[src/rtl/ecg_dsp_pkg.sv]
// Shared types and sizing helpers for the ECG moving-average datapath.
package ecg_dsp_pkg;

   localparam int unsigned DATA_W_DEF = 12;
   localparam int unsigned AXIS_W     = 16;

   typedef enum logic {
      FILL = 1'b0,
      RUN  = 1'b1
   } avg_state_e;

   // Running-sum width: one extra bit per doubling of the window.
   function automatic int unsigned sum_width(input int unsigned data_w,
                                             input int unsigned taps_log2);
      return data_w + taps_log2;
   endfunction

endpackage

[src/rtl/sample_ring_buf.sv]
// Circular history of the last 2^TAPS_LOG2 samples; the slot about to be
// overwritten is the oldest sample and is read combinationally.
module sample_ring_buf
   import ecg_dsp_pkg::*;
#(
   parameter int unsigned DATA_W    = DATA_W_DEF,
   parameter int unsigned TAPS_LOG2 = 3
) (
   input  logic              clk,
   input  logic              rst,
   input  logic              wr_en,
   input  logic [DATA_W-1:0] wr_data,
   output logic [DATA_W-1:0] oldest_c
);

   localparam int unsigned DEPTH = 1 << TAPS_LOG2;

   logic [DATA_W-1:0]    mem [DEPTH];
   logic [TAPS_LOG2-1:0] wptr;

   assign oldest_c = mem[wptr];

   // Reset clears every slot so no pre-reset sample can leak into the sum.
   always_ff @(posedge clk) begin
      if (rst) begin
         wptr <= '0;
         for (int i = 0; i < int'(DEPTH); i++) begin
            mem[i] <= '0;
         end
      end else if (wr_en) begin
         mem[wptr] <= wr_data;
         wptr      <= wptr + TAPS_LOG2'(1);
      end
   end

endmodule

[src/rtl/ecg_moving_avg_axis.sv]
// Boxcar moving average over 2^TAPS_LOG2 AXI4-Stream samples.
// Optional macro SAMPLE_EDGE_QUAL_EN: one sample per rising edge of s_axis_tvalid.
module ecg_moving_avg_axis
   import ecg_dsp_pkg::*;
#(
   parameter int unsigned DATA_W    = DATA_W_DEF,
   parameter int unsigned TAPS_LOG2 = 3
) (
   input  logic              clk,
   input  logic              rst,
   input  logic [AXIS_W-1:0] s_axis_tdata,
   input  logic              s_axis_tvalid,
   output logic              s_axis_tready,
   output logic [AXIS_W-1:0] m_axis_tdata,
   output logic              m_axis_tvalid,
   input  logic              m_axis_tready,
   output logic              fill_done
);

   localparam int unsigned SUM_W = sum_width(DATA_W, TAPS_LOG2);

   avg_state_e           state_q, state_d;
   logic [TAPS_LOG2-1:0] fill_cnt_q, fill_cnt_d;
   logic [SUM_W-1:0]     sum_q, sum_c;
   logic [DATA_W-1:0]    x_c, oldest_c;
   logic                 accept_c, load_out_c;
   logic                 unused_c;

   assign x_c      = s_axis_tdata[DATA_W-1:0];
   assign unused_c = ^s_axis_tdata[AXIS_W-1:DATA_W];

   // Ready depends only on the output stage, never on s_axis_tvalid.
   assign s_axis_tready = ~m_axis_tvalid | m_axis_tready;

`ifdef SAMPLE_EDGE_QUAL_EN
   logic       tvalid_d;
   logic [7:0] edge_drop_cnt;

   assign accept_c = s_axis_tvalid & ~tvalid_d & s_axis_tready;

   // Rising edges that meet a stalled output are lost; count them for debug.
   always_ff @(posedge clk) begin
      if (rst) begin
         tvalid_d      <= 1'b0;
         edge_drop_cnt <= '0;
      end else begin
         tvalid_d <= s_axis_tvalid;
         if (s_axis_tvalid && !tvalid_d && !s_axis_tready && edge_drop_cnt != 8'hFF) begin
            edge_drop_cnt <= edge_drop_cnt + 8'd1;
         end
      end
   end
`else
   assign accept_c = s_axis_tvalid & s_axis_tready;
`endif

   // The oldest entry is always part of the sum, so this never wraps.
   assign sum_c = sum_q + SUM_W'(x_c) - SUM_W'(oldest_c);

   sample_ring_buf #(
      .DATA_W    (DATA_W),
      .TAPS_LOG2 (TAPS_LOG2)
   ) u_ring (
      .clk      (clk),
      .rst      (rst),
      .wr_en    (accept_c),
      .wr_data  (x_c),
      .oldest_c (oldest_c)
   );

   always_ff @(posedge clk) begin
      if (rst) begin
         state_q    <= FILL;
         fill_cnt_q <= '0;
      end else begin
         state_q    <= state_d;
         fill_cnt_q <= fill_cnt_d;
      end
   end

   always_comb begin
      state_d    = state_q;
      fill_cnt_d = fill_cnt_q;
      load_out_c = 1'b0;
      case (state_q)
         FILL: begin
            if (accept_c) begin
               fill_cnt_d = fill_cnt_q + TAPS_LOG2'(1);
               if (fill_cnt_q == '1) begin
                  state_d    = RUN;
                  load_out_c = 1'b1;
               end
            end
         end
         RUN: begin
            load_out_c = accept_c;
         end
         default: begin
            state_d = FILL;
         end
      endcase
   end

   // Single output stage: reload on accept, otherwise clear on handshake.
   always_ff @(posedge clk) begin
      if (rst) begin
         sum_q         <= '0;
         m_axis_tvalid <= 1'b0;
         m_axis_tdata  <= '0;
         fill_done     <= 1'b0;
      end else begin
         if (accept_c) begin
            sum_q <= sum_c;
         end
         fill_done <= (state_d == RUN);
         if (load_out_c) begin
            m_axis_tvalid <= 1'b1;
            m_axis_tdata  <= AXIS_W'(sum_c >> TAPS_LOG2);
         end else if (m_axis_tready) begin
            m_axis_tvalid <= 1'b0;
         end
      end
   end

endmodule

[config.mk]
export PLATFORM = sky130hd
export DESIGN_NAME = ecg_moving_avg_axis
export DESIGN_NICKNAME = d
export VERILOG_FILES = /design/src/rtl/ecg_dsp_pkg.sv /design/src/rtl/sample_ring_buf.sv /design/src/rtl/ecg_moving_avg_axis.sv
export SDC_FILE = /design/constraint.sdc
export NUM_CORES = 1
export LEC_CHECK = 0
export CAP_MARGIN = 20
export CORE_MARGIN = 3
export CORE_UTILIZATION = 60
export CTS_CLUSTER_SIZE = 12
export DETAILED_ROUTE_END_ITERATION = 6
export PLACE_DENSITY_LB_ADDON = 0.12
export SYNTH_ARGS = -nofsm -noshare
export SYNTH_HDL_FRONTEND = slang
export SYNTH_SLANG_ARGS = --single-unit
[constraint.sdc]
create_clock -name clk -period 5.1 [get_ports clk]
set_input_delay 1.02 -clock clk [delete_from_list [all_inputs] [get_ports clk]]
set_output_delay 1.02 -clock clk [all_outputs]
set_load 0.02 [all_outputs]
# Word level (Yosys, flattened, before mapping)
# Memory sizes are Yosys's and may differ from the RTL's. A register that Yosys moved wholly into a read port is not among the register bits.
# Index checks and enable logic that the tools add are counted.
[totals] register_bits=35 mem_bits_rw=96 input_bits=20 output_inout_bits=19 word_cells=35 n_memories=1
[mem_list] memory="u_ring.mem" words=8 width=12 read_ports=1 rd_clocked_by_memory_dff=1 wr=8 line="sample_ring_buf.sv:18" text="logic [DATA_W-1:0] mem [DEPTH];"
[op_classes] n_addsub=4 eq_ne=1 mux=16 n_bitwise=4 n_reduce_logical=3
[ops] operator="15-bit by 12-bit adder with 15-bit output" count=1
[ops] operator="15-bit by 12-bit subtractor with 15-bit output" count=1
[ops] operator="12-bit 2-to-1 mux" count=1
[ops] operator="12-bit OR reduction" count=1
[ops] operator="1-bit 2-to-1 mux" count=11
[ops] operator="3-bit 2-to-1 mux" count=3
[ops] operator="3-bit by 1-bit adder with 3-bit output (second input constant)" count=2
[ops] operator="3-bit equality test (second input constant)" count=1
[ops] operator="1-bit inverter" count=2
[ops] operator="1-bit case mux with 2 select lines" count=1
[ops] operator="2-bit AND reduction" count=1
[ops] operator="2-bit nonzero test" count=1
[ops] operator="1-bit bitwise AND" count=1
[ops] operator="1-bit bitwise OR" count=1

# Logic depth before layout (Yosys ltp)
# Gate-level depths: netlist of run 1.
[logic_depth] depth_word=8 ltp_mapped=16 mapped_depth_nobuf=14

# Hierarchy
# Synthesis of run 1 repeated with hierarchy kept, for this count alone.
[unflattened] hier_cells=602 hier_area_um2=7021.7
[by_module_without_submodules] module="sample_ring_buf" instances=1 cells_each=299 area_each_um2=4594.4 seq_area_each_um2=3002.9
[by_module_without_submodules] module="ecg_moving_avg_axis" instances=1 cells_each=303 area_each_um2=2427.3 seq_area_each_um2=640.6

# Least setup slack after synthesis of run 1
# No wires, ideal clock.
[synth_path] path_type="reg2reg" startpoint="reg (tool-made name)" endpoint="reg m_axis_tdata[11]" setup_time_ns=0.122 arrival_ns=3.945 t_required_ns=4.978 slack_ns=1.033 stages_incl_launch_ff=15 n_path_buf=2 period_less_slack_ns=4.067 cell_sequence="dfxtp_1 clkbuf_1 buf_2 mux4_2 mux2_2 fa_1 inv_1 ha_1 nor2b_4 o31a_1 o31a_1 o2111ai_1 and4b_1 nor3b_1 a311o_1"
[synth_rtl] item="end signal, assigned" line="ecg_moving_avg_axis.sv:118" text="m_axis_tdata <= AXIS_W'(sum_c >> TAPS_LOG2);"
[synth_rtl] item="end, declared" line="ecg_moving_avg_axis.sv:14" text="output logic [AXIS_W-1:0] m_axis_tdata,"

==> flow_metrics.env, run 1 <==
export IMPL_status="finished, final reports clean"
export IMPL_final_nets=659
export IMPL_setup_worst_path_end="sum_q[14]"
export IMPL_cts_hold_buf=0
export IMPL_antenna_left=0
export IMPL_wl_met3_um=731
export IMPL_cp_slowest_stage_delay_ns=0.54
export IMPL_globalplace_congestion=0.859
export IMPL_multi_input_area_um2=2770
export IMPL_critPathKind="reg -> reg"
export IMPL_netlist_instances=592
export IMPL_startpoint_type="register"
export IMPL_synth_top_area_cell="edfxtp_1"
export IMPL_cts_resized=0
export IMPL_antenna_found_initial=0
export IMPL_tightestPinTransition_ns=1.02
export IMPL_clock_root_buffer="clkbuf_16"
export IMPL_cp_num_cells=15
export IMPL_syn_to_final_growth_pct=15.3
export IMPL_yosys_most_used_dff="edfxtp_1"
export IMPL_r2r_end="sum_q[14]"
export IMPL_cts_buffers=17
export IMPL_max_freq_mhz=235
export IMPL_avgSynthCellArea_um2=11.5
export IMPL_cp_cell_sequence="buf_4 > mux4_2 > mux2_2 > ha_1 > inv_1 > ha_1 > inv_1 > fa_1 > nor2b_4 > o31a_1 > o31a_1 > nor3_1 > and4b_1 > nand2_1 > mux2_1"
export IMPL_grt_total_usage_pct=26.2
export IMPL_place_detailed_hpwl_mm=9.79
export IMPL_grt_max_degree=56
export IMPL_crit_slowest_cell="dfxtp_1"
export IMPL_r2r_slack_ns=0.84
export IMPL_p_leak_uw=0.00284
export IMPL_clkSinkCount=134
export IMPL_fin_skew_ns=0.00618
export IMPL_topRoutingLayerUsed="met4"
export IMPL_wl_met2_mm=7.76
export IMPL_grt_pass1_vias=4839
export IMPL_rsz0062_at_grt="false"
export IMPL_hp_class="reg -> reg"
export IMPL_seqCellArea_um2=3640
export IMPL_io_pins=39
export IMPL_die_area_um2=12600
export IMPL_ys_types=48
export IMPL_drive_gt1_share_pct=14.3
export IMPL_viasPerCell=6.14
export IMPL_path_buf_inv=3
export IMPL_synthTopCellsByCount="edfxtp_1 (96), nor3_1 (53), nand2_1 (50)"
export IMPL_place_ws_ns=0.650
export IMPL_path_max_fanout=10
export IMPL_setup_viol=0
export IMPL_setup_tns_ns=0
export IMPL_vias=4676
export IMPL_netlist_area_leader_share_pct=42.4
export IMPL_post_dp_cell_area_um2=7170
export IMPL_initial_core_util_pct=62.1
export IMPL_drv_slew=0
export IMPL_design_area_um2=7830
export IMPL_drv_cap=0
export IMPL_critical_path_arrival_ns=4.56
export IMPL_totalWireLength_mm=15.7
export IMPL_vdd_drop_max_v=0.000307
export IMPL_cts_max_path_buffers=2
export IMPL_drtIter0Drc=388
export IMPL_post_cts_setup_buffers=0
export IMPL_rows=38
export IMPL_fill_cells=783
export IMPL_drt_pass1_iter_count=5
export IMPL_insertion_delay_ns=0.42
export IMPL_design_core_area_um2=10900
export IMPL_synth_most_common_cell="edfxtp_1"
export IMPL_synth_edff_count=96
export IMPL_cts_htree_levels=4
export IMPL_drc_errors=0
export IMPL_clkTransAtPathRegs_ns=0.06
export IMPL_port_buffers=30
export IMPL_fp_dieH_um=112
export IMPL_power_density_nw_per_um2=482
export IMPL_grt_first_pass_wirelength_mm=25.2
export IMPL_finalPower_uw=3770
export IMPL_synth_seq_cells=134
export IMPL_cts_tree="done"
export IMPL_diodes=0
export IMPL_synth_area_um2=6790
export IMPL_hold_depth=2
export IMPL_final_hold_viol_count=0
export IMPL_worstRegToRegCells=15
export IMPL_yosys_top_cells_area="edfxtp_1 (42%), dfxtp_1 (11%), mux4_2 (8.0%)"
export IMPL_crit_family="multiplexers"
export IMPL_yosys_warnings=0
export IMPL_fin_ws_ns=0.843
export IMPL_crit_required_ns=5.40
export IMPL_dieWidth_um=112
export IMPL_wl_per_cell_um=20.6
export IMPL_endpoint_kind="register"
export IMPL_wl_met1_mm=6.94
export IMPL_min_period_ns=4.26
export IMPL_slew_headroom_pct=31.7
export IMPL_synth_async_reset_ratio_pct=0
export IMPL_grt_remaining_overflow=0
export IMPL_seq_area_frac_synth_pct=53.6
export IMPL_fin_crit_sh_pct=83.5
-- worst min-delay path, cell delays in order, from the launching register on --
cell and delay (ns):
dfxtp_1 0.31, nand2_1 0.05, a21oi_1 0.05
-- cells by family after synthesis --
family / synth area share [%]
simple gates: 16.5
buf+inv: 5.78
compound gates: 5.62
xor+xnor: 1.42
mux: 10.1
other cells: 0.0552
flops: 53.6
fa+ha+maj: 6.85
-- power by group --
group | internal, uW | total (uW) | switching [uW]
clock | 910 | 1370 | 456
combinational | 462 | 1110 | 650
sequential | 1250 | 1300 | 41.6
total | 2630 | 3770 | 1150
-- layer usage --
layer / GRT usage, % / vias to the layer above
li1: - / 2192
met1: 36.7 / 2317
met2: 41.6 / 145
met3: 4.47 / 22
met4: 9.62 / 0
met5: 0 / -
-- stage by stage --
step / hold WS (ns) / util [%] / std cells
6_report: 0.456 / 71.6 / 761
5_1_grt: 0.477 / 71.6 / 761
4_1_cts: 0.457 / 71.6 / 761
3_5_place_dp: 0.448 / 65.6 / 730
3_3_place_gp: 0.442 / 65.6 / 730
2_1_floorplan: 0.432 / - / 595
-- layout by cell type (no fill, tap or decap), drive strengths merged, types with 3 or more instances in the layout --
cell type      Yosys  final
a211oi             3      3
a21o               4      4
a21oi             33     33
and2               9      9
buf               17     14
bufinv             0      6
clkbuf            31     17
clkdlybuf4s50      0     29
clkinv            11     17
conb               1      4
dfxtp             38     38
edfxtp            96     96
fa                12     12
ha                18     18
inv               40     41
mux2              13     13
mux4              24     24
nand2             50     50
nand3b             5      5
nor2              27     27
nor2b              4      4
nor3              53     53
nor4              44     44
o21a               3      3
o21ai              7      7
or2                8      8
or3                3      3
xnor2              9      9
-- sequential cells by signal, summed over array words and instances (netlist names), named ones only --
signal / count
fill_cnt_q: 3
fill_done: 1
m_axis_tdata: 12
m_axis_tvalid: 1
sum_q: 15
u_ring.mem: 96
u_ring.wptr: 3
-- worst min-delay path by stage --
stage | startpoint | to
after floorplan | sum_q[2] | sum_q[2]
after global placement | sum_q[0] | sum_q[0]
final | m_axis_tdata[7] | m_axis_tdata[7]
after detailed placement | sum_q[10] | sum_q[10]
after CTS | m_axis_tdata[7] | m_axis_tdata[7]
after global routing | sum_q[6] | sum_q[6]
-- area by class of cell --
cell class / instances / share of cell area, %
Clock buffer: 17 / 5.43
Multi-Input combinational cell: 362 / 35.4
Clock inverter: 14 / 2.96
Sequential cell: 134 / 46.5
Timing Repair Buffer: 43 / 5.02
Inverter: 51 / 2.44
Tap cell: 140 / 2.24
Power figures use the tool's default switching activity.
==> run 2: changes to the inputs <==
Clock period 5.1 ns to 4.05 ns, I/O delays scaled along.
==> flow_metrics.env, run 2 (same netlist as run 1, synthesis figures left out) <==
export IMPL_status="finished, final reports clean"
export IMPL_path_max_fanout=10
export IMPL_regMostFlops="u_ring.mem"
export IMPL_fp_dieH_um=112
export IMPL_drv_cap=0
export IMPL_critical_path_arrival_ns=4.22
export IMPL_grt_total_usage_pct=26.6
export IMPL_p_leak_uw=0.00290
export IMPL_drc_errors=0
export IMPL_place_detailed_hpwl_mm=9.48
export IMPL_cts_htree_levels=4
export IMPL_fin_skew_ns=0.00495
export IMPL_cts_max_path_buffers=2
export IMPL_vias=4806
export IMPL_die_area_um2=12600
export IMPL_globalplace_congestion=0.864
export IMPL_wl_per_cell_um=20.5
export IMPL_tightestPinTransition_ns=1.03
export IMPL_insertion_delay_ns=0.42
export IMPL_totalWireLength_mm=15.9
export IMPL_endpoint_kind="register"
export IMPL_setup_tns_ns=0
export IMPL_drt_pass1_iter_count=5
export IMPL_rows=38
export IMPL_cts_buffers=17
export IMPL_most_common_layout_cells="edfxtp_1 (96), nor3_1 (52), nand2_1 (49)"
export IMPL_final_hold_viol_count=0
export IMPL_clock_root_buffer="clkbuf_16"
export IMPL_rsz0062_at_grt="false"
export IMPL_slew_headroom_pct=31.6
export IMPL_syn_to_final_growth_pct=17.3
export IMPL_antenna_found_initial=0
export IMPL_antenna_left=0
export IMPL_drtIter0Drc=414
export IMPL_dieWidth_um=112
export IMPL_final_nets=672
export IMPL_grt_busiest_layer="met2"
export IMPL_clkTransAtPathRegs_ns=0.05
export IMPL_fin_crit_sh_pct=96.8
export IMPL_power_density_nw_per_um2=592
export IMPL_reg_top3="u_ring.mem x96, sum_q x15, m_axis_tdata x12"
export IMPL_hp_class="reg -> reg"
export IMPL_clkSinkCount=134
export IMPL_port_buffers=30
export IMPL_viasPerCell=6.20
export IMPL_initial_core_util_pct=62.1
export IMPL_io_pins=39
export IMPL_layout_commonest_cell="edfxtp_1"
export IMPL_min_period_ns=3.92
export IMPL_grt_pass1_vias=4931
export IMPL_cts_tree="done"
export IMPL_grtUsageMet2_pct=43.8
export IMPL_grt_remaining_overflow=0
export IMPL_groute_layer_met3_usage_pct=4.80
export IMPL_max_freq_mhz=255
export IMPL_cts_hold_buf=0
export IMPL_diodes=0
export IMPL_design_core_area_um2=10900
export IMPL_critPathKind="reg -> reg"
export IMPL_startpoint_type="register"
export IMPL_drive_gt1_share_pct=16.2
export IMPL_vdd_drop_max_v=0.000489
export IMPL_grt_first_pass_wirelength_mm=25.5
export IMPL_crit_required_ns=4.35
export IMPL_largest_reg_flops=96
export IMPL_grt_max_degree=51
export IMPL_fin_util_pct=72.9
export IMPL_met1_usage_pct=35.5
export IMPL_setup_viol=0
export IMPL_drv_slew=0
run 2: changes by cell type in the layout (fill, tap and decap cells not counted), moves of 2 or more:
cell / delta
ha_4: +2
buf_4: +10
clkinv_1: +3
buf_12: +2
ha_1: -3
clkbuf_1: +3
run 2: per-stage QoR:
stage | std cells | worst slack (ns) | total power, uW | hold WS [ns] | cell area [um^2]
2_1_floorplan | 595 | 0.0557 | 2720 | 0.432 | 6810
3_3_place_gp | 742 | 0.105 | 2980 | 0.441 | 7290
3_5_place_dp | 742 | 0.0421 | 3020 | 0.446 | 7290
4_1_cts | 774 | 0.0565 | 4670 | 0.453 | 7910
5_1_grt | 775 | 0.00231 | 4960 | 0.479 | 7970
6_report | 775 | 0.130 | 4720 | 0.451 | 7970
run 2: cell type report:
class	instances	area [um^2]
inverters	51	191
repair buffers	56	533
well taps	140	175
clock buffers	20	437
flip-flops and latches	134	3650
multi-input cells	362	2810
clock inverters	12	183
fillers	758	2960
run 2: final timing paths:
kind / start / endpoint / slack (ns) / cells after the start
worst max register to register: register / m_axis_tdata[11] / 0.13 / 14
worst min-delay path: m_axis_tdata[6] / m_axis_tdata[6] / 0.45 / 2
worst max-delay path: register / m_axis_tdata[11] / 0.13 / 14
worst min register to register: m_axis_tdata[6] / m_axis_tdata[6] / 0.45 / 2
run 2: per-layer routing:
metal	share of wire (%)	up-vias	wire, um
li1	-	2220	-
met1	41	2377	6550
met2	50	188	7930
met3	7.1	21	1120
met5	0	-	0
met4	1.8	0	291
run 2: power breakdown:
part           internal (uW)  leakage [uW]  switching (uW)
clock                   1080      0.000300             541
combinational            623       0.00129             847
sequential              1580       0.00131            48.7
total                   3280       0.00290            1440
run 2: timing repair:
item / in CTS / in global routing
resized for setup: 0 / 7
setup buffers: 0 / 0
setup endpoints to repair: 0 / 6
run 2: critical path: stages, from the launching register on:
cell	delay (ns)
dfxtp_4	0.38
buf_12	0.16
buf_4	0.18
mux4_2	0.49
mux2_2	0.31
fa_1	0.50
inv_1	0.05
ha_1	0.32
and3_1	0.20
o211a_1	0.15
o31a_1	0.24
nor3_2	0.08
and4b_1	0.32
nor3b_1	0.07
a311o_1	0.34
